**src/rtl/core_seq_ctrl.sv**
```systemverilog
// Instruction sequencer for one core tile: weight fetch, array load, activation
// fetch, execute and OFIFO drain (optional psum accumulate) onto the 34-bit inst bus.
module core_seq_ctrl #(
  parameter int ROW    = 8,
  parameter int COL    = 8,
  parameter int ADDR_W = 11,
  parameter int CNT_W  = 11
) (
  input  logic              clk,
  input  logic              reset,
  input  logic              start,
  input  logic [ADDR_W-1:0] w_base,
  input  logic [ADDR_W-1:0] a_base,
  input  logic [ADDR_W-1:0] p_base,
  input  logic [CNT_W-1:0]  num_act,
  input  logic              acc_en,
  input  logic              ofifo_valid,
  output logic [33:0]       inst,
  output logic              busy,
  output logic              done
);

  localparam logic [2:0] S_IDLE  = 3'd0;
  localparam logic [2:0] S_W_RD  = 3'd1;
  localparam logic [2:0] S_W_LD  = 3'd2;
  localparam logic [2:0] S_A_RD  = 3'd3;
  localparam logic [2:0] S_EXEC  = 3'd4;
  localparam logic [2:0] S_DRAIN = 3'd5;
  localparam logic [2:0] S_FIN   = 3'd6;

  localparam logic [33:0] IDLE_INST = 34'h1_800C_0000;

  logic [2:0]        state, n_state;
  logic [CNT_W-1:0]  cnt, n_cnt, cnt_inc, num_last;
  logic [CNT_W-1:0]  row, n_row, src_row;
  logic              phase, n_phase, src_phase;
  logic              n_done, drain_go;
  logic [ADDR_W-1:0] w_q, a_q, p_q;
  logic [CNT_W-1:0]  num_q;
  logic              acc_q;

  logic              f_acc, f_cen_p, f_wen_p, f_cen_x;
  logic              f_ofifo_rd, f_l0_rd, f_l0_wr, f_exec, f_load;
  logic [ADDR_W-1:0] f_a_p, f_a_x;
  logic [33:0]       n_inst;

  assign cnt_inc  = cnt + CNT_W'(1);
  assign num_last = num_q - CNT_W'(1);

  // Next-state logic also decides the instruction word for the coming cycle,
  // so inst is registered yet lines up with the state it belongs to.
  always_comb begin
    n_state    = state;
    n_cnt      = cnt;
    n_row      = row;
    n_phase    = phase;
    n_done     = 1'b0;
    drain_go   = 1'b0;
    src_row    = '0;
    src_phase  = 1'b0;
    f_acc      = 1'b0;
    f_cen_p    = 1'b1;
    f_wen_p    = 1'b1;
    f_a_p      = '0;
    f_cen_x    = 1'b1;
    f_a_x      = '0;
    f_ofifo_rd = 1'b0;
    f_l0_rd    = 1'b0;
    f_l0_wr    = 1'b0;
    f_exec     = 1'b0;
    f_load     = 1'b0;
    case (state)
      S_IDLE: begin
        if (start) begin
          n_state = S_W_RD;
          n_cnt   = '0;
          f_cen_x = 1'b0;
          f_a_x   = w_base;
        end
      end
      S_W_RD: begin
        f_l0_wr = 1'b1;
        if (cnt == CNT_W'(ROW - 1)) begin
          n_state = S_W_LD;
          n_cnt   = '0;
          f_load  = 1'b1;
          f_l0_rd = 1'b1;
        end else begin
          n_cnt   = cnt_inc;
          f_cen_x = 1'b0;
          f_a_x   = w_q + ADDR_W'(cnt_inc);
        end
      end
      S_W_LD: begin
        if (cnt == CNT_W'(ROW + COL - 2)) begin
          n_cnt = '0;
          if (num_q == '0) begin
            n_state = S_FIN;
            n_done  = 1'b1;
          end else begin
            n_state = S_A_RD;
            f_cen_x = 1'b0;
            f_a_x   = a_q;
          end
        end else begin
          n_cnt   = cnt_inc;
          f_load  = 1'b1;
          f_l0_rd = (cnt_inc < CNT_W'(ROW));
        end
      end
      S_A_RD: begin
        f_l0_wr = 1'b1;
        if (cnt == num_last) begin
          n_state = S_EXEC;
          n_cnt   = '0;
          f_l0_rd = 1'b1;
          f_exec  = 1'b1;
        end else begin
          n_cnt   = cnt_inc;
          f_cen_x = 1'b0;
          f_a_x   = a_q + ADDR_W'(cnt_inc);
        end
      end
      S_EXEC: begin
        if (cnt == num_last) begin
          n_state  = S_DRAIN;
          n_cnt    = '0;
          drain_go = 1'b1;
        end else begin
          n_cnt   = cnt_inc;
          f_l0_rd = 1'b1;
          f_exec  = 1'b1;
        end
      end
      S_DRAIN: drain_go = 1'b1;
      S_FIN:   n_state  = S_IDLE;
      default: n_state  = S_IDLE;
    endcase

    // A pending accumulate write completes unconditionally; otherwise a row
    // only advances when the OFIFO has a full row ready.
    if (drain_go) begin
      src_row   = (state == S_DRAIN) ? row : '0;
      src_phase = (state == S_DRAIN) && phase;
      n_row     = src_row;
      n_phase   = src_phase;
      if (src_row == num_q) begin
        n_state = S_FIN;
        n_done  = 1'b1;
      end else if (src_phase || (ofifo_valid && !acc_q)) begin
        f_ofifo_rd = 1'b1;
        f_acc      = acc_q;
        f_cen_p    = 1'b0;
        f_wen_p    = 1'b0;
        f_a_p      = p_q + ADDR_W'(src_row);
        n_row      = src_row + CNT_W'(1);
        n_phase    = 1'b0;
      end else if (ofifo_valid) begin
        f_cen_p = 1'b0;
        f_a_p   = p_q + ADDR_W'(src_row);
        n_phase = 1'b1;
      end
    end
  end

  assign n_inst = {f_acc, f_cen_p, f_wen_p, f_a_p, f_cen_x, 1'b1, f_a_x,
                   f_ofifo_rd, 2'b00, f_l0_rd, f_l0_wr, f_exec, f_load};

  always_ff @(posedge clk) begin
    if (!reset) begin
      state <= S_IDLE;
      cnt   <= '0;
      row   <= '0;
      phase <= 1'b0;
      w_q   <= '0;
      a_q   <= '0;
      p_q   <= '0;
      num_q <= '0;
      acc_q <= 1'b0;
      inst  <= IDLE_INST;
      busy  <= 1'b0;
      done  <= 1'b0;
    end else begin
      state <= n_state;
      cnt   <= n_cnt;
      row   <= n_row;
      phase <= n_phase;
      inst  <= n_inst;
      busy  <= (n_state != S_IDLE);
      done  <= n_done;
      if (state == S_IDLE && start) begin
        w_q   <= w_base;
        a_q   <= a_base;
        p_q   <= p_base;
        num_q <= num_act;
        acc_q <= acc_en;
      end
    end
  end

endmodule

```
**config.mk**
```make
export PLATFORM = sky130hd
export DESIGN_NAME = core_seq_ctrl
export DESIGN_NICKNAME = d
export VERILOG_FILES = /design/src/rtl/core_seq_ctrl.sv
export SDC_FILE = /design/constraint.sdc
export NUM_CORES = 1
export LEC_CHECK = 0
export BUFFER_PORTS_ARGS = -buffer_cell sky130_fd_sc_hd__buf_2
export CELL_PAD_IN_SITES_DETAIL_PLACEMENT = 1
export CELL_PAD_IN_SITES_GLOBAL_PLACEMENT = 2
export CORE_ASPECT_RATIO = 2
export CORE_MARGIN = 3
export CORE_UTILIZATION = 31
export DETAILED_ROUTE_END_ITERATION = 8
export GPL_TIMING_DRIVEN = 0
export PLACE_DENSITY = 0.88
export SLEW_MARGIN = 40
export SYNTH_ARGS = -nofsm -noshare
export SYNTH_HDL_FRONTEND = slang
export SYNTH_SLANG_ARGS = --single-unit
```
**constraint.sdc**
```tcl
create_clock -name clk -period 3.18 [get_ports clk]
set_clock_uncertainty 0.05 [all_clocks]
set_input_delay 0.159 -clock clk [delete_from_list [all_inputs] [get_ports clk]]
set_output_delay 0.159 -clock clk [all_outputs]
set_load 0.01 [all_outputs]
```
=== Word-level counts from Yosys, hierarchy flattened ===
Cells that the tools add are included.

* Add/sub/neg operators: 6
* Magnitude comparators: 1
* Equality and inequality tests: 10
* Mux-type cells: 50
* Bitwise gates (word level): 3
* Reductions and logical operators: 14

{| class="wikitable"
|+ Operators with widths
! cell !! number
|-
| $mux W11 || 14
|-
| $pmux W11 S4 || 2
|-
| $add A11 B11 Y11 || 3
|-
| $mux W3 || 8
|-
| $add A11 B1 Y11 const B || 2
|-
| $eq A11 B11 Y1 || 2
|-
| $mux W1 || 20
|-
| $pmux W3 S6 || 1
|-
| $eq A11 B3 Y1 const B || 1
|-
| $eq A11 B4 Y1 const B || 1
|-
| $logic_not A11 Y1 || 1
|-
| $lt A11 B4 Y1 const B || 1
|-
| $sub A11 B1 Y11 const B || 1
|-
| $pmux W1 S4 || 2
|-
| $eq A3 B2 Y1 const B || 2
|-
| $eq A3 B3 Y1 const B || 2
|-
| $pmux W1 S2 || 3
|-
| $reduce_bool A4 Y1 || 1
|-
| $reduce_or A2 Y1 || 2
|-
| $reduce_or A4 Y1 || 1
|-
| $eq A3 B1 Y1 const B || 1
|-
| $logic_and A1 B1 Y1 || 3
|-
| $logic_not A3 Y1 || 1
|-
| $not A1 Y1 || 3
|-
| other kinds (6) || 6
|}

* Bits in registers: 107
* Input bits: 49
* Output and inout port bits: 36

=== Longest topological paths before layout ===
Gate-level depths: netlist of the first run.

* Depth in word-level cells: 7
* Depth in mapped cells: 15
* Mapped depth without buffers: 12

=== Worst setup path before layout of the first run ===
OpenSTA, ideal clock, no wires.

* Path type: register to register
* Start point: register num_q[0]
* End point: register cnt[3]
* Library setup time: 117 ps
* Arrival time: 2,888 ps
* Slack: 124 ps
* Cell stages (with the launch flop): 13
* Path buffers: 2
* Cells stage by stage: dfxtp_1 -> clkbuf_1 -> inv_1 -> ha_1 -> and2b_1 -> xnor2_1 -> or4_1 -> a32oi_4 -> a21oi_2 -> or2_0 -> buf_2 -> or2_4 -> a32o_1

* Word-level cells in the longest chain between the ends: 4

{| class="wikitable"
|+ RTL lines
! element !! RTL line !! source
|-
| start, declared || 39 || <nowiki>logic [CNT_W-1:0] num_q;</nowiki>
|-
| start signal, assigned || 195 || <nowiki>num_q <= num_act;</nowiki>
|-
| $sub A11 B1 Y11 || 48 || <nowiki>assign num_last = num_q - CNT_W'(1);</nowiki>
|-
| $eq A11 B11 Y1 || 113, 125 ||
|-
| $mux W11 || 113, 125 ||
|-
| $pmux W11 S4 || 72 || <nowiki>case (state)</nowiki>
|-
| end signal, assigned || 185 || <nowiki>cnt <= n_cnt;</nowiki>
|-
| end, declared || 34 || <nowiki>logic [CNT_W-1:0] cnt, n_cnt, cnt_inc, num_last;</nowiki>
|}

Every way passes these cells.
A chain may end at the register's enable or synchronous reset.

=== Worst setup path in the final report of the first run ===
* Start point: register num_q[0]
* End point: register cnt[1]

Same word-level chain as after synthesis.

==> summary.txt, run 1 <==
Timing
  • F_max: 328 MHz
  • Final worst slack: 133 ps
  • Hold slack: 3.45 ps
  • Tcrit/Tclk final: 0.958
  • Final setup viols: 0
  • Final hold viol count: 0
  • Pins over their slew limit: 0
  • RSZ-0062 raised after global routing: no
  • Fin Setup TNS: 0 ps
  • Tmin final: 3050 ps
  • Slew HR: 0.500
  • Worst slew pin tran: 745 ps

Drt
  • Met2 WL post-DR: 12900 um
  • Post-route ant nets: 0
  • Metal3 WL: 511 um
  • Highest routed metal layer: met4
  • M1 WL: 7070 um
  • DR vias: 6189
  • # DRC: 0
  • 1st-iter DRT viols: 181
  • Via density: 5.35
  • DR pass1 iterations: 5
  • Total wire length: 21600 um
  • WL/cell: 18.7 um

Die
  • Die ar.: 0.0225 sq mm
  • Core box area: 0.0201 sq mm
  • # rows: 73
  • Starting density of the core: 0.319
  • Die width: 108 um
  • Top Ports: 85
  • Die height: 209 um

Yosys
  • Synth warn: 0
  • Number of synthesized register bits: 104
  • Area share of the leading cell type in the synthesized netlist: 0.325
  • Asr flop ratio synth: 0
  • Area of the mapped netlist: 0.00640 sq mm
  • Top cells by count, synth: nand2_1 (139), dfxtp_1 (104), a21boi_0 (47)
  • Count leader, synth: nand2_1
  • Adder-Cell Fraction of Synth Area: 0.0758
  • EDFF count, synth: 0
  • Post-Synth Simple-Gate Area: 0.246
  • Synth area leaders: dfxtp_1 (33%), nand2_1 (8.1%), ha_1 (6.6%)
  • Ys flop type: dfxtp_1
  • Mean Syn Cell Area: 8.19 sq um
  • Synth area leader: dfxtp_1
  • Main combinational cell family by area after synthesis: simple AND/OR/NAND/NOR gates
  • Mux contribution to synthesized area: 0.00489
  • Seq/Total Area, Yosys: 0.325
  • Yosys cell types: 74
  • XOR/XNOR share of the synthesized area: 0.0799
  • Synth Instances: 782
  • Compound-Gate Fraction of Synth Area: 0.216

Global routing
  • GRT Resource Usage Total: 0.197
  • Initial antenna violation count: 0
  • Vias in the first global route: 6688
  • Largest net degree at the start of global routing: 17
  • First-pass GRT wire length: 34500 um
  • Gr ovfl total: 0

Placement
  • Post-place setup slack: -602 ps
  • Placed cells: 1127
  • Final GP Congestion: 0.902
  • Input/output buffers: 80
  • DP Area: 0.00715 sq mm
  • DP HPWL: 17000 um

Cells and area
  • Layout cell share with drive strength beyond 1: 0.208
  • Diodes inserted: 0
  • Total Nets Final: 976
  • Fin area: 0.00793 sq mm
  • # fillers: 2464
  • Finished Core Util: 0.395
  • Post-route insts no fill: 1157
  • Area Growth Syn to Fin: 23.9%

Critical path
  • CP endpoint kind: flop
  • Crit-path max FO: 9
  • Crit path launch type: flop
  • Critical Path AT: 3250 ps
  • CP required: 3390 ps
  • CP Class: flop to flop

Min path
  • Hold WC Path Type: input port to flop

Run
  • Max capacitance violation total: 0

Clock tree
  • Max H-tree Level: 3
  • Clock Latency Late Sink: 370 ps
  • Root Driver: clkbuf_16
  • Num CTS Buffers: 9
  • TritonCTS clock tree: yes
  • Clock transition at path regs: 70 ps
  • CTS Buffer Depth: 2
  • Clock Sinks: 104

Run status
  • Status: finished, final reports clean

Power and ir drop
  • Final Power: 3.11 mW
  • Maximum vdd ir drop: 0.222 mV
  • Power Density: 393 mW/mm^2
  • P_leak: 3.20 nW
-- per-layer routing --
layer,vias to the layer above,track usage
li1,2984,-
met1,3009,0.172
met2,129,0.403
met3,67,0.0241
met4,0,0.114
met5,-,0
-- critical path, cell delays in order (launching register included) --
cell and delay, ps:
dfxtp_4 390, inv_1 70, ha_2 240, and2b_1 210, nand3_2 130, or4_4 470
a32oi_4 320, a21oi_2 120, or2_0 200, buf_2 180, or2_4 290, a32o_1 260
-- flip-flops by register name, indices dropped and copies added (netlist names) --
register  count
done          1
row          11
busy          1
a_q          11
p_q          11
cnt          11
phase         1
w_q          11
num_q        11
acc_q         1
state         3
inst         31
-- cell families (layout without fill, tap and decap cells) --
| kind of cell | Yosys count | after routing |
|---|---|---|
| XOR/XNOR | 56 | 56 |
| flip-flops | 104 | 104 |
| adder cells (fa/ha/maj) | 37 | 37 |
| other | 2 | 3 |
| buffers and inverters | 75 | 187 |
| multiplexers | 3 | 3 |
| AND/OR/NAND/NOR | 314 | 314 |
| AO/OA/AOI/OAI | 191 | 191 |
-- placed cells by master (no fill, tap or decap), types with 17 or more instances in the layout --
master / netlist / layout
dfxtp_1: 104 / 94
a21oi_1: 28 / 24
clkbuf_1: 39 / 29
nor2_1: 42 / 39
nand2_1: 139 / 139
a21boi_0: 47 / 47
inv_1: 21 / 21
xnor2_1: 39 / 38
nor3_1: 19 / 17
buf_2: 9 / 90
o21ai_0: 18 / 17
ha_1: 34 / 29
-- power breakdown --
group / internal (mW) / switching (mW)
registers: 1.34 / 0.0338
logic: 0.198 / 0.280
clock network: 0.732 / 0.526
-- area by class of cell --
type | count | area, sq um | share of cell area
sequential | 104 | 2110 | 0.266
inverter | 21 | 78.8 | 0.00994
timing repair buffer | 103 | 608 | 0.0767
clock inverter | 5 | 78.8 | 0.00994
multi-input combinational | 604 | 4250 | 0.535
tap | 262 | 328 | 0.0413
buffer | 47 | 230 | 0.0290
clock buffer | 11 | 253 | 0.0319
-- final timing paths --
kind                                            start             endpoint  slack, ps  cells past startpoint
worst min-delay path                        p_base[9]  p_q[9]$_SDFFE_PN0P_          3                      3
worst min register to register    p_q[2]$_SDFFE_PN0P_  p_q[2]$_SDFFE_PN0P_        430                      2
worst max register to register  num_q[0]$_SDFFE_PN0P_  cnt[1]$_SDFFE_PN0P_        130                     11
worst max-delay path            num_q[0]$_SDFFE_PN0P_  cnt[1]$_SDFFE_PN0P_        130                     11
-- timing repair --
item / 4_1_cts / 5_1_grt
buffers inserted: 3 / 3
hold endpoints to repair: 15 / 0
cloned: 0 / 0
resized for setup: 37 / 31
pin swaps: 4 / 5
setup endpoints to repair: 49 / 24
hold buffers: 15 / 0
Power figures use the tool's default switching activity.
==> run 2: changes to the inputs <==
Settings changed: RECOVER_POWER from default to 100.
==> summary.txt, run 2 (synthesis results as in run 1) <==
Cells and area
  • Number of flip-flops in the largest register: 31 (unchanged)
  • # fillers: 2468 (was 2464)
  • Largest Register: inst (unchanged)
  • Commonest non-fill, non-tap cells in the layout: nand2_1 (139), dfxtp_1 (94), clkbuf_1 (64), buf_2 (53), a21boi_0 (49) (was nand2_1 (139), dfxtp_1 (94), buf_2 (90), a21boi_0 (47), nor2_1 (39))
  • Multi-input combinational cell area: 0.00423 sq mm (was 0.00425 sq mm)
  • Register Area: 0.00211 sq mm (unchanged)
  • Layout cell share with drive strength beyond 1: 0.166 (was 0.208)
  • Diodes inserted: 0 (unchanged)
  • Total Nets Final: 976 (unchanged)
  • Finished Core Util: 0.392 (was 0.395)
  • Area Growth Syn to Fin: 23.0% (was 23.9%)
  • Commonest non-fill, non-tap cell in the layout: nand2_1 (unchanged)

Critical path
  • CP required: 3370 ps (was 3390 ps)
  • CP endpoint kind: flop (unchanged)
  • CP Class: flop to flop (unchanged)
  • Crit-path max FO: 10 (was 9)
  • Critical Path AT: 3260 ps (was 3250 ps)
  • Critical-path top delay cell: xnor3_1 (was or4_4)
  • CP cell instances: clkbuf_2 > xnor3_1 > and3_1 > o21ai_1 > a32oi_4 > a21o_1 > buf_4 > clkbuf_4 > nand3_1 > o21ai_0 > or3_1 (was inv_1 > ha_2 > and2b_1 > nand3_2 > or4_4 > a32oi_4 > a21oi_2 > or2_0 > buf_2 > or2_4 > a32o_1)
  • Crit path launch type: flop (unchanged)
  • Slowest stage delay, CP: 440 ps (was 470 ps)

Drt
  • 1st-iter DRT viols: 175 (was 181)
  • WL/cell: 18.8 um (was 18.7 um)
  • # DRC: 0 (unchanged)
  • DR pass1 iterations: 4 (was 5)
  • Total wire length: 21700 um (was 21600 um)
  • DR vias: 6190 (was 6189)
  • Via density: 5.35 (about the same)
  • Post-route ant nets: 0 (unchanged)

Timing
  • RSZ-0062 raised after global routing: no (unchanged)
  • Tcrit/Tclk final: 0.967 (was 0.958)
  • Final hold viol count: 0 (unchanged)
  • Final setup viols: 0 (unchanged)
  • Worst slew pin tran: 751 ps (was 745 ps)
  • Tmin final: 3070 ps (was 3050 ps)
  • Pins over their slew limit: 0 (unchanged)
  • Slew HR: 0.496 (was 0.500)
  • Final worst slack: 106 ps (was 133 ps)
  • F_max: 325 MHz (was 328 MHz)

Clock tree
  • Clock transition at path regs: 70 ps (about the same)
  • Clock Sinks: 104 (unchanged)
  • Max H-tree Level: 3 (unchanged)
  • CTS Buffer Depth: 2 (unchanged)
  • Root Driver: clkbuf_16 (unchanged)
  • Num CTS Buffers: 9 (unchanged)
  • TritonCTS clock tree: yes (unchanged)
  • Clock Latency Late Sink: 370 ps (about the same)

Global routing
  • Initial antenna violation count: 0 (unchanged)
  • Largest net degree at the start of global routing: 17 (unchanged)
  • First-pass GRT wire length: 34500 um (unchanged)
  • Vias in the first global route: 6688 (unchanged)
  • GRT Resource Usage Total: 0.197 (unchanged)
  • Gr ovfl total: 0 (unchanged)

Run status
  • Status: finished, final reports clean (unchanged)

Power and ir drop
  • P_leak: 3.05 nW (was 3.20 nW)
  • Power Density: 395 mW/mm^2 (was 393 mW/mm^2)
  • Maximum vdd ir drop: 0.221 mV (was 0.222 mV)

Die
  • Die width: 108 um (unchanged)
  • Die ar.: 0.0225 sq mm (unchanged)
  • Starting density of the core: 0.319 (unchanged)
  • Die height: 209 um (unchanged)
  • Top Ports: 85 (unchanged)
  • Core box area: 0.0201 sq mm (unchanged)
  • # rows: 73 (unchanged)

Placement
  • Post-place setup slack: -602 ps (unchanged)
  • Input/output buffers: 80 (unchanged)
  • Final GP Congestion: 0.902 (unchanged)
  • DP HPWL: 17000 um (unchanged)

Run
  • Max capacitance violation total: 0 (unchanged)

Min path
  • Hold WC Path Type: input port to flop (unchanged)
-- run 2: worst max-delay path, delay by kind of cell (launching register included) --
kind            cells  cell delay (ps)
xor+xnor            1              440
buf+inv             3              610
compound gates      4              850
flops               1              310
simple gates        3              690
-- run 2: path summary, 6_finish.rpt --
check | start | endpoint | slack [ps] | depth (start not counted)
worst min register to register | p_q[2]$_SDFFE_PN0P_ | p_q[2]$_SDFFE_PN0P_ | 430 | 2
worst max-delay path | cnt[8]$_SDFFE_PN0P_ | busy$_SDFF_PN0_ | 110 | 11
worst min-delay path | p_base[9] | p_q[9]$_SDFFE_PN0P_ | 3 | 3
worst max register to register | cnt[8]$_SDFFE_PN0P_ | busy$_SDFF_PN0_ | 110 | 11
-- run 2: timing repair --
item                       in CTS  in global routing
hold buffers                   15                  0
hold endpoints to repair       15                  0
setup endpoints to repair      49                 24
pin swaps                       4                  5
setup buffers                   3                  3
resized for setup              37                 31
-- run 2: metal layers --
| layer | global-route usage | vias to the layer above | routed length (um) |
|---|---|---|---|
| met2 | 0.403 | 123 | 12900 |
| met4 | 0.114 | 0 | 1200 |
| li1 | - | 2987 | - |
| met1 | 0.172 | 3016 | 7120 |
| met3 | 0.0241 | 64 | 524 |
| met5 | 0 | - | 0 |
-- run 2: power breakdown --
group / internal [mW] / switching, mW / leakage [nW]
Clock: 0.732 / 0.527 / 0.165
Sequential: 1.34 / 0.0343 / 0.854
Combinational: 0.194 / 0.280 / 2.03
Total: 2.27 / 0.841 / 3.05
-- run 2: metrics by stage --
step	instances	total power [mW]	instance area (sq um)	hold slack (ps)	setup TNS (ps)
floorplan	783	1.70	6410	254	0
global placement	1125	1.84	7130	362	-35320
detailed placement	1127	1.86	7150	370	-11570
CTS	1155	3.15	7780	0.298	0
global route	1157	3.25	7870	14.3	0
finish	1157	3.11	7870	3.05	0
-- run 2: cell type report --
type	instances	area share
Clock inverter	5	0.0100
Inverter	21	0.0100
Timing Repair Buffer	103	0.0714
Buffer	47	0.0292
Tap cell	262	0.0416
Clock buffer	11	0.0321
Multi-Input combinational cell	604	0.538
Sequential cell	104	0.268
